==> src/rtl/osd_pkg.sv <==
// Shared types and constants for the text OSD mixer.
// Imported by the font ROM and the overlay top.
package osd_pkg;

  typedef enum logic {
    HIDDEN,
    SHOWN
  } osd_fsm_t;

  typedef enum logic [1:0] {
    NONE,
    SHOW,
    HIDE
  } req_t;

  localparam int CELL_W = 8;

  localparam logic [8:0] OSD_FG = 9'h1FF;
  localparam logic [8:0] OSD_BG = 9'h007;
  localparam logic [8:0] VID_WHITE = 9'h1FF;
  localparam logic [8:0] VID_BLACK = 9'h000;

endpackage

==> src/rtl/osd_font_rom.sv <==
// 128-glyph 8x8 font, 1024x8 synchronous ROM.
// Addressed by {code[6:0], line[2:0]}; MSB is leftmost pixel.
module osd_font_rom
  import osd_pkg::*;
(
  input  logic       clk,
  input  logic       ce,
  input  logic [9:0] addr,
  output logic [7:0] data
);

  function automatic logic [7:0] glyph(
    input logic [9:0] a
  );
    logic [7:0] g;
    g = 8'h00;
    if (a[9:3] == 7'h7F) begin
      g = 8'hFF;
    end else begin
      case (a)
        {7'h2D, 3'd3}: g = 8'h7E;
        {7'h30, 3'd0}: g = 8'h3C;
        {7'h30, 3'd1}: g = 8'h66;
        {7'h30, 3'd2}: g = 8'h6E;
        {7'h30, 3'd3}: g = 8'h76;
        {7'h30, 3'd4}: g = 8'h66;
        {7'h30, 3'd5}: g = 8'h66;
        {7'h30, 3'd6}: g = 8'h3C;
        {7'h31, 3'd0}: g = 8'h18;
        {7'h31, 3'd1}: g = 8'h38;
        {7'h31, 3'd2}: g = 8'h18;
        {7'h31, 3'd3}: g = 8'h18;
        {7'h31, 3'd4}: g = 8'h18;
        {7'h31, 3'd5}: g = 8'h18;
        {7'h31, 3'd6}: g = 8'h7E;
        {7'h41, 3'd0}: g = 8'h18;
        {7'h41, 3'd1}: g = 8'h3C;
        {7'h41, 3'd2}: g = 8'h66;
        {7'h41, 3'd3}: g = 8'h66;
        {7'h41, 3'd4}: g = 8'h7E;
        {7'h41, 3'd5}: g = 8'h66;
        {7'h41, 3'd6}: g = 8'h66;
        {7'h42, 3'd0}: g = 8'h7C;
        {7'h42, 3'd1}: g = 8'h66;
        {7'h42, 3'd2}: g = 8'h66;
        {7'h42, 3'd3}: g = 8'h7C;
        {7'h42, 3'd4}: g = 8'h66;
        {7'h42, 3'd5}: g = 8'h66;
        {7'h42, 3'd6}: g = 8'h7C;
        default:       g = 8'h00;
      endcase
    end
    return g;
  endfunction

  always_ff @(posedge clk) begin
    if (ce) begin
      data <= glyph(addr);
    end
  end

endmodule

==> src/rtl/osd_overlay.sv <==
// Text OSD mixer behind the scan doubler: 3-tick pipeline
// (window decode, char RAM, font ROM) plus frame-synced show/hide FSM.
module osd_overlay
  import osd_pkg::*;
#(
  parameter int         OSD_X0    = 64,
  parameter int         OSD_Y0    = 40,
  parameter int         COLS      = 32,
  parameter int         ROWS      = 8,
  parameter int         TIMEOUT_W = 8,
  parameter logic [8:0] FG_RGB    = OSD_FG,
  parameter logic [8:0] BG_RGB    = OSD_BG
) (
  input  logic                 clkvga,
  input  logic                 reset,
  input  logic                 ce_2pix,
  input  logic                 hs_in,
  input  logic                 vs_in,
  input  logic                 v_in,
  input  logic [9:0]           pixel_x,
  input  logic [9:0]           pixel_y,
  input  logic [7:0]           wr_addr,
  input  logic [7:0]           wr_data,
  input  logic                 wr_en,
  input  logic                 osd_show,
  input  logic                 osd_hide,
  input  logic [TIMEOUT_W-1:0] osd_timeout,
  output logic [8:0]           rgb,
  output logic                 hs_out,
  output logic                 vs_out,
  output logic                 osd_active
);

  localparam logic [9:0] X_LO = 10'(OSD_X0);
  localparam logic [9:0] X_HI = 10'(OSD_X0 + COLS * CELL_W);
  localparam logic [9:0] Y_LO = 10'(OSD_Y0);
  localparam logic [9:0] Y_HI = 10'(OSD_Y0 + ROWS * CELL_W);

  logic [7:0] dx;
  logic [5:0] dy;
  logic       in_win;

  assign dx = 8'(pixel_x - X_LO);
  assign dy = 6'(pixel_y - Y_LO);
  assign in_win = (pixel_x >= X_LO) && (pixel_x < X_HI) &&
                  (pixel_y >= Y_LO) && (pixel_y < Y_HI);

  logic       win1, v1, hs1, vs1;
  logic [7:0] addr1;
  logic [2:0] line1, bit1;
  logic       win2, v2, hs2, vs2;
  logic [2:0] line2, bit2;
  logic [7:0] code2;
  logic       win3, v3, hs3, vs3, inv3;
  logic [2:0] bit3;
  logic [7:0] font3;

  always_ff @(posedge clkvga) begin
    if (reset) begin
      win1  <= 1'b0;
      v1    <= 1'b0;
      hs1   <= 1'b1;
      vs1   <= 1'b0;
      addr1 <= '0;
      line1 <= '0;
      bit1  <= '0;
      win2  <= 1'b0;
      v2    <= 1'b0;
      hs2   <= 1'b1;
      vs2   <= 1'b0;
      line2 <= '0;
      bit2  <= '0;
      win3  <= 1'b0;
      v3    <= 1'b0;
      hs3   <= 1'b1;
      vs3   <= 1'b0;
      inv3  <= 1'b0;
      bit3  <= '0;
    end else if (ce_2pix) begin
      win1  <= in_win;
      v1    <= v_in;
      hs1   <= hs_in;
      vs1   <= vs_in;
      addr1 <= {dy[5:3], dx[7:3]};
      line1 <= dy[2:0];
      bit1  <= dx[2:0];
      win2  <= win1;
      v2    <= v1;
      hs2   <= hs1;
      vs2   <= vs1;
      line2 <= line1;
      bit2  <= bit1;
      win3  <= win2;
      v3    <= v2;
      hs3   <= hs2;
      vs3   <= vs2;
      inv3  <= code2[7];
      bit3  <= bit2;
    end
  end

  // Char RAM: no reset; NBA ordering gives read-first on collisions.
  logic [7:0] char_ram [256];

  always_ff @(posedge clkvga) begin
    if (wr_en) begin
      char_ram[wr_addr] <= wr_data;
    end
    if (ce_2pix) begin
      code2 <= char_ram[addr1];
    end
  end

  osd_font_rom u_font (
    .clk  (clkvga),
    .ce   (ce_2pix),
    .addr ({code2[6:0], line2}),
    .data (font3)
  );

  logic pixel;

  assign pixel  = font3[3'd7 - bit3] ^ inv3;
  assign rgb    = (osd_active && win3) ? (pixel ? FG_RGB : BG_RGB)
                                       : (v3 ? VID_WHITE : VID_BLACK);
  assign hs_out = hs3;
  assign vs_out = vs3;

  osd_fsm_t             state, state_n;
  req_t                 req, req_n, req_in;
  logic [TIMEOUT_W-1:0] cnt, cnt_n;
  logic                 vs_prev, vs_rise;

  assign vs_rise    = ce_2pix && vs_in && !vs_prev;
  assign osd_active = (state == SHOWN);

  always_ff @(posedge clkvga) begin
    if (reset) begin
      state   <= HIDDEN;
      req     <= NONE;
      cnt     <= '0;
      vs_prev <= 1'b0;
    end else begin
      state <= state_n;
      req   <= req_n;
      cnt   <= cnt_n;
      if (ce_2pix) begin
        vs_prev <= vs_in;
      end
    end
  end

  always_comb begin
    req_in = NONE;
    if (osd_hide) begin
      req_in = HIDE;
    end else if (osd_show) begin
      req_in = SHOW;
    end
  end

  // Requests are only committed at a frame boundary.
  always_comb begin
    state_n = state;
    req_n   = req;
    cnt_n   = cnt;
    if (vs_rise) begin
      req_n = NONE;
      unique case (req)
        HIDE: state_n = HIDDEN;
        SHOW: begin
          state_n = SHOWN;
          cnt_n   = osd_timeout;
        end
        default: begin
          if (state == SHOWN) begin
            if (cnt == TIMEOUT_W'(1)) begin
              state_n = HIDDEN;
            end else if (cnt != '0) begin
              cnt_n = cnt - TIMEOUT_W'(1);
            end
          end
        end
      endcase
    end
    if (req_in != NONE) begin
      req_n = req_in;
    end
  end

endmodule
==> config.mk <==
export PLATFORM = sky130hd
export DESIGN_NAME = osd_overlay
export DESIGN_NICKNAME = d
export VERILOG_FILES = /design/src/rtl/osd_pkg.sv /design/src/rtl/osd_font_rom.sv /design/src/rtl/osd_overlay.sv
export SDC_FILE = /design/constraint.sdc
export NUM_CORES = 2
export LEC_CHECK = 0
export BUFFER_PORTS_ARGS = -buffer_cell sky130_fd_sc_hd__clkbuf_2
export CAP_MARGIN = 20
export CORE_AREA = 10 10 441 443
export CTS_CLUSTER_DIAMETER = 30
export DETAILED_ROUTE_END_ITERATION = 16
export DIE_AREA = 0 0 451 453
export GPL_ROUTABILITY_DRIVEN = 0
export PLACE_DENSITY = 0.69
export SYNTH_ARGS = -nofsm -noshare
export SYNTH_HDL_FRONTEND = slang
export SYNTH_HIERARCHICAL = 1
export SYNTH_SLANG_ARGS = --single-unit
==> constraint.sdc <==
create_clock -name clkvga -period 3.05 [get_ports clkvga]
set_input_delay 0.305 -clock clkvga [delete_from_list [all_inputs] [get_ports clkvga]]
set_output_delay 0.305 -clock clkvga [all_outputs]
set_load 0.03 [all_outputs]
==> metrics list <==
* Cell type with the highest aggregate area in the netlist: sky130_fd_sc_hd__edfxtp_1
* Clk Latency, worst-skew pair: between 900 and 1000 ps
- Setup violations remaining at the end of the flow were counted as 0.
* Boundary pin count: between 60 and 70
* Netlist area before placement: 82,800 µm²
- The count of buffers added on input and output ports is 64.
- For this run, the share of the core covered by cells in the final layout is between 50% and 60%.
- The worst hold path belongs to the class in -> reg.
* Tmin final: around 3000 ps
- Hold path cells: 1
- Sequential area share after synthesis: between 70 and 80%
* Maximum level of the CTS H-tree: 5
- The total area inside the core boundary comes to approximately 190,000 µm².
* Fill count: 13,600
- Clock-pin slew was measured on the worst setup and hold paths at ~50 ps.
* Run status: finished clean
- Die Footprint: between 200,000 and 250,000 µm²
- Synth warn: 6
* Die Span X: between 400 and 500 µm
- Fraction of post-synthesis cell area in the top cell type by area: roughly 75%
- Launching element type of the critical path: register
- In the final routed layout, each cell accounts on average for about 28 µm.
- Syn Nets: between 4,000 and 5,000
* Switch share: 21.8%
- By count the netlist is led by sky130_fd_sc_hd__edfxtp_1 (2,063), sky130_fd_sc_hd__mux4_2 (380), sky130_fd_sc_hd__nor2_1 (338).
* Number of distinct library cells after synthesis: 80
- Clk buf depth: 4
* Global-route wire length before repair: 313 mm
- Synth async-reset ratio: 0%
- Post-Place Worst Slack: -552 ps
* Standard-cell rows: 158
- Routed Antenna Nets: 0
- Entering global routing, the biggest net connects 123 pins.
- The count of final hold-check violations came to 0.
* Min Hold Slack: around 21 ps
- For this run, the detailed router's first-pass iteration total came to 8.
- Of the cells placed in the final design, the portion with a size suffix greater than 1 is roughly a third.
- The tree is rooted in a sky130_fd_sc_hd__clkbuf_16.
* Register bit total from synthesis: 2,110
* Share of total power in sequential cells: a little over two fifths
* Worst Max-Slew Pin Slew: ~1100 ps
- Number of global-route vias before repair: approximately 45,000
* Worst clock skew: ~66 ps
* Slew Limit Headroom: 28.9%
- Averaged over all synthesized cells, the footprint is just over 20 µm².
- sky130_fd_sc_hd__edfxtp_1 is the most common cell in the netlist.
- Yosys attributes the largest share of cell area to sky130_fd_sc_hd__edfxtp_1 (75%), sky130_fd_sc_hd__mux4_2 (10%), sky130_fd_sc_hd__mux2i_1 (2.1%).
- Final #Nets: between 4,000 and 5,000
- Clock tree synthesis found a total of roughly 2,100 sinks.
- Antenna violations before repair: 14
- Effective utilization at floorplan: ~45%
* Via count normalized by instance count: approximately 5.9
- The routed layout has between 40,000 and 50,000 vias.
- For this design the ratio of total power to cell area is between 700 and 800 nW/µm².
* Max-slew violations: 0
* Layout overhead on the synthesized area: 23.2%
- Dividing the final minimum period by the clock period gives 98.3%.
- For this block, the routed nets add up to 213 mm of wire.
- Max-cap violations in this run came to 0.
* Area of the multi-input gates: approximately 18,000 µm²
- In the synthesized netlist the dominant register cell turns out to be sky130_fd_sc_hd__edfxtp_1.
- Data on the critical path is required at its endpoint by 3710 ps.
- Gate count after technology mapping: 4,088
* RSZ-0062 raised after global routing: true
- 1st-iter DRT viols: between 6,000 and 7,000
- Critical path type: reg -> reg
- Maximum achievable frequency: roughly 0.33 GHz
- Registers take between 60,000 and 70,000 µm².
* Internal: between 50,000 and 60,000 µW
- Of all nets on the critical path, the largest fanout is 19.
- The worst setup path is captured at a register.
- The floorplan step set the die height to between 400 and 500 µm.
- After detailed routing, the number of remaining DRC violations is 0.
* CTS tree: yes
* Half-perimeter wire length of the detailed placement result: approximately 130 mm
* Leakage component of the power: approximately 0.033 µW
* Switching pwr: 16,400 µW
- Cell depth of the worst flop-to-flop path: 10
- PnR worst setup slack: 52.3 ps
* Remaining Overflow, GRT: 0
* Worst IR Drop VDD: just over 500 µV
- Yosys mapped a number of flops with a built-in enable equal to ~2,100.
- Combinational logic is responsible for around 5% of the overall power.
* Register-to-register setup slack: around 52 ps
* Gr usage total: 20.5%
* CTS buffer count: 364
- Arrival @ worst endpoint: 3660 ps
- Clock network fraction of design power: roughly 52%
metrics by stage:
step / TNS, ps / power, µW / cell area [µm²] / std cells
2_1_floorplan: 0 / 34500 / 82800 / 4088
3_3_place_gp: -2250 / 36200 / 89500 / 6917
3_5_place_dp: -2100 / 36200 / 89500 / 6917
4_1_cts: 0 / 75600 / 102000 / 7614
5_1_grt: -16.6 / 77100 / 102000 / 7618
6_report: 0 / 75300 / 102000 / 7619
worst max-delay path: stages (launching register included):
cell and delay, ps:
sky130_fd_sc_hd__dfxtp_4 370, sky130_fd_sc_hd__buf_12 150, sky130_fd_sc_hd__buf_12 210, sky130_fd_sc_hd__buf_4 310, sky130_fd_sc_hd__buf_4 180, sky130_fd_sc_hd__mux4_2 490
sky130_fd_sc_hd__nand3_1 100, sky130_fd_sc_hd__nand2_1 170, sky130_fd_sc_hd__nor4_2 450, sky130_fd_sc_hd__buf_4 180, sky130_fd_sc_hd__nor4_1 40
placed cells by master (no fill, tap or decap), drive strengths merged, types with 24 or more instances in the layout:
master,instances
nand3,34
bufinv,37
clkinv,127
a22oi,191
o221ai,40
a21oi,108
clkinvlp,35
mux2i,170
dfxtp,47
o22ai,28
inv,78
nand2,62
mux4,439
a211oi,24
edfxtp,2063
clkbuf,462
dlygate4sd3,39
buf,568
nor2,339
state kept, by name, indices dropped and copies added, names as in the netlist, 3 cells and up:
| name | flops |
|---|---|
| line1 | 3 |
| addr1 | 8 |
| u_font/data | 7 |
| code2 | 8 |
| line2 | 3 |
| bit3 | 3 |
| cnt | 8 |
| bit1 | 3 |
| char_ram | 2048 |
| bit2 | 3 |
cells by family after synthesis:
logic type                 after synthesis  synth area share [%]
DFF                                   2110                  75.9
muxes                                  609                  14.3
and+or+nand+nor                        567                  3.13
AOI/OAI and AO/OA                      492                  4.23
buffers and inverters                  297                  2.30
adders and majority gates                8                 0.121
xor gates and xnor gates                 5                0.0529
layer usage:
| metal | up-vias | routed length, µm | track usage, % |
|---|---|---|---|
| li1 | 18700 | - | - |
| met1 | 23200 | 82100 | 28.1 |
| met2 | 2576 | 100000 | 32.1 |
| met3 | 466 | 22800 | 5.19 |
| met4 | 14 | 7340 | 7.32 |
| met5 | - | 89 | 0 |
path summary, 6_finish.rpt:
check,from,endpoint
max,addr1[0],code2[7]
max reg2reg,addr1[0],code2[7]
min reg2reg,hs2,hs_out
min,wr_data[4],char_ram[93][4]
power by group through the flow:
stage / clock, µW / combinational (µW) / sequential (µW)
floorplan: 0 / 1880 / 32600
global placement: 0 / 3530 / 32700
detailed placement: 0 / 3570 / 32700
CTS: 39800 / 3700 / 32100
global route: 41100 / 3930 / 32100
finish: 39400 / 3750 / 32100
what timing repair did:
| item | CTS | global route |
|---|---|---|
| hold buffers | 38 | 1 |
| endpoints found under the hold margin | 209 | 41 |
| setup buffers | 12 | 0 |
| endpoints found under the setup margin | 14 | 12 |
| gates resized for setup | 10 | 12 |
| cloned | 0 | 1 |
layout make-up:
type | instances | share of cell area, %
Clock inverter | 248 | 2.51
Timing Repair Buffer | 670 | 5.71
Inverter | 29 | 0.107
Antenna cell | 2 | 0.00490
Sequential cell | 2110 | 61.6
Clock buffer | 399 | 9.20
Multi-Input combinational cell | 1681 | 17.8
Tap cell | 2480 | 3.04
(Power assumes the default switching activity.)
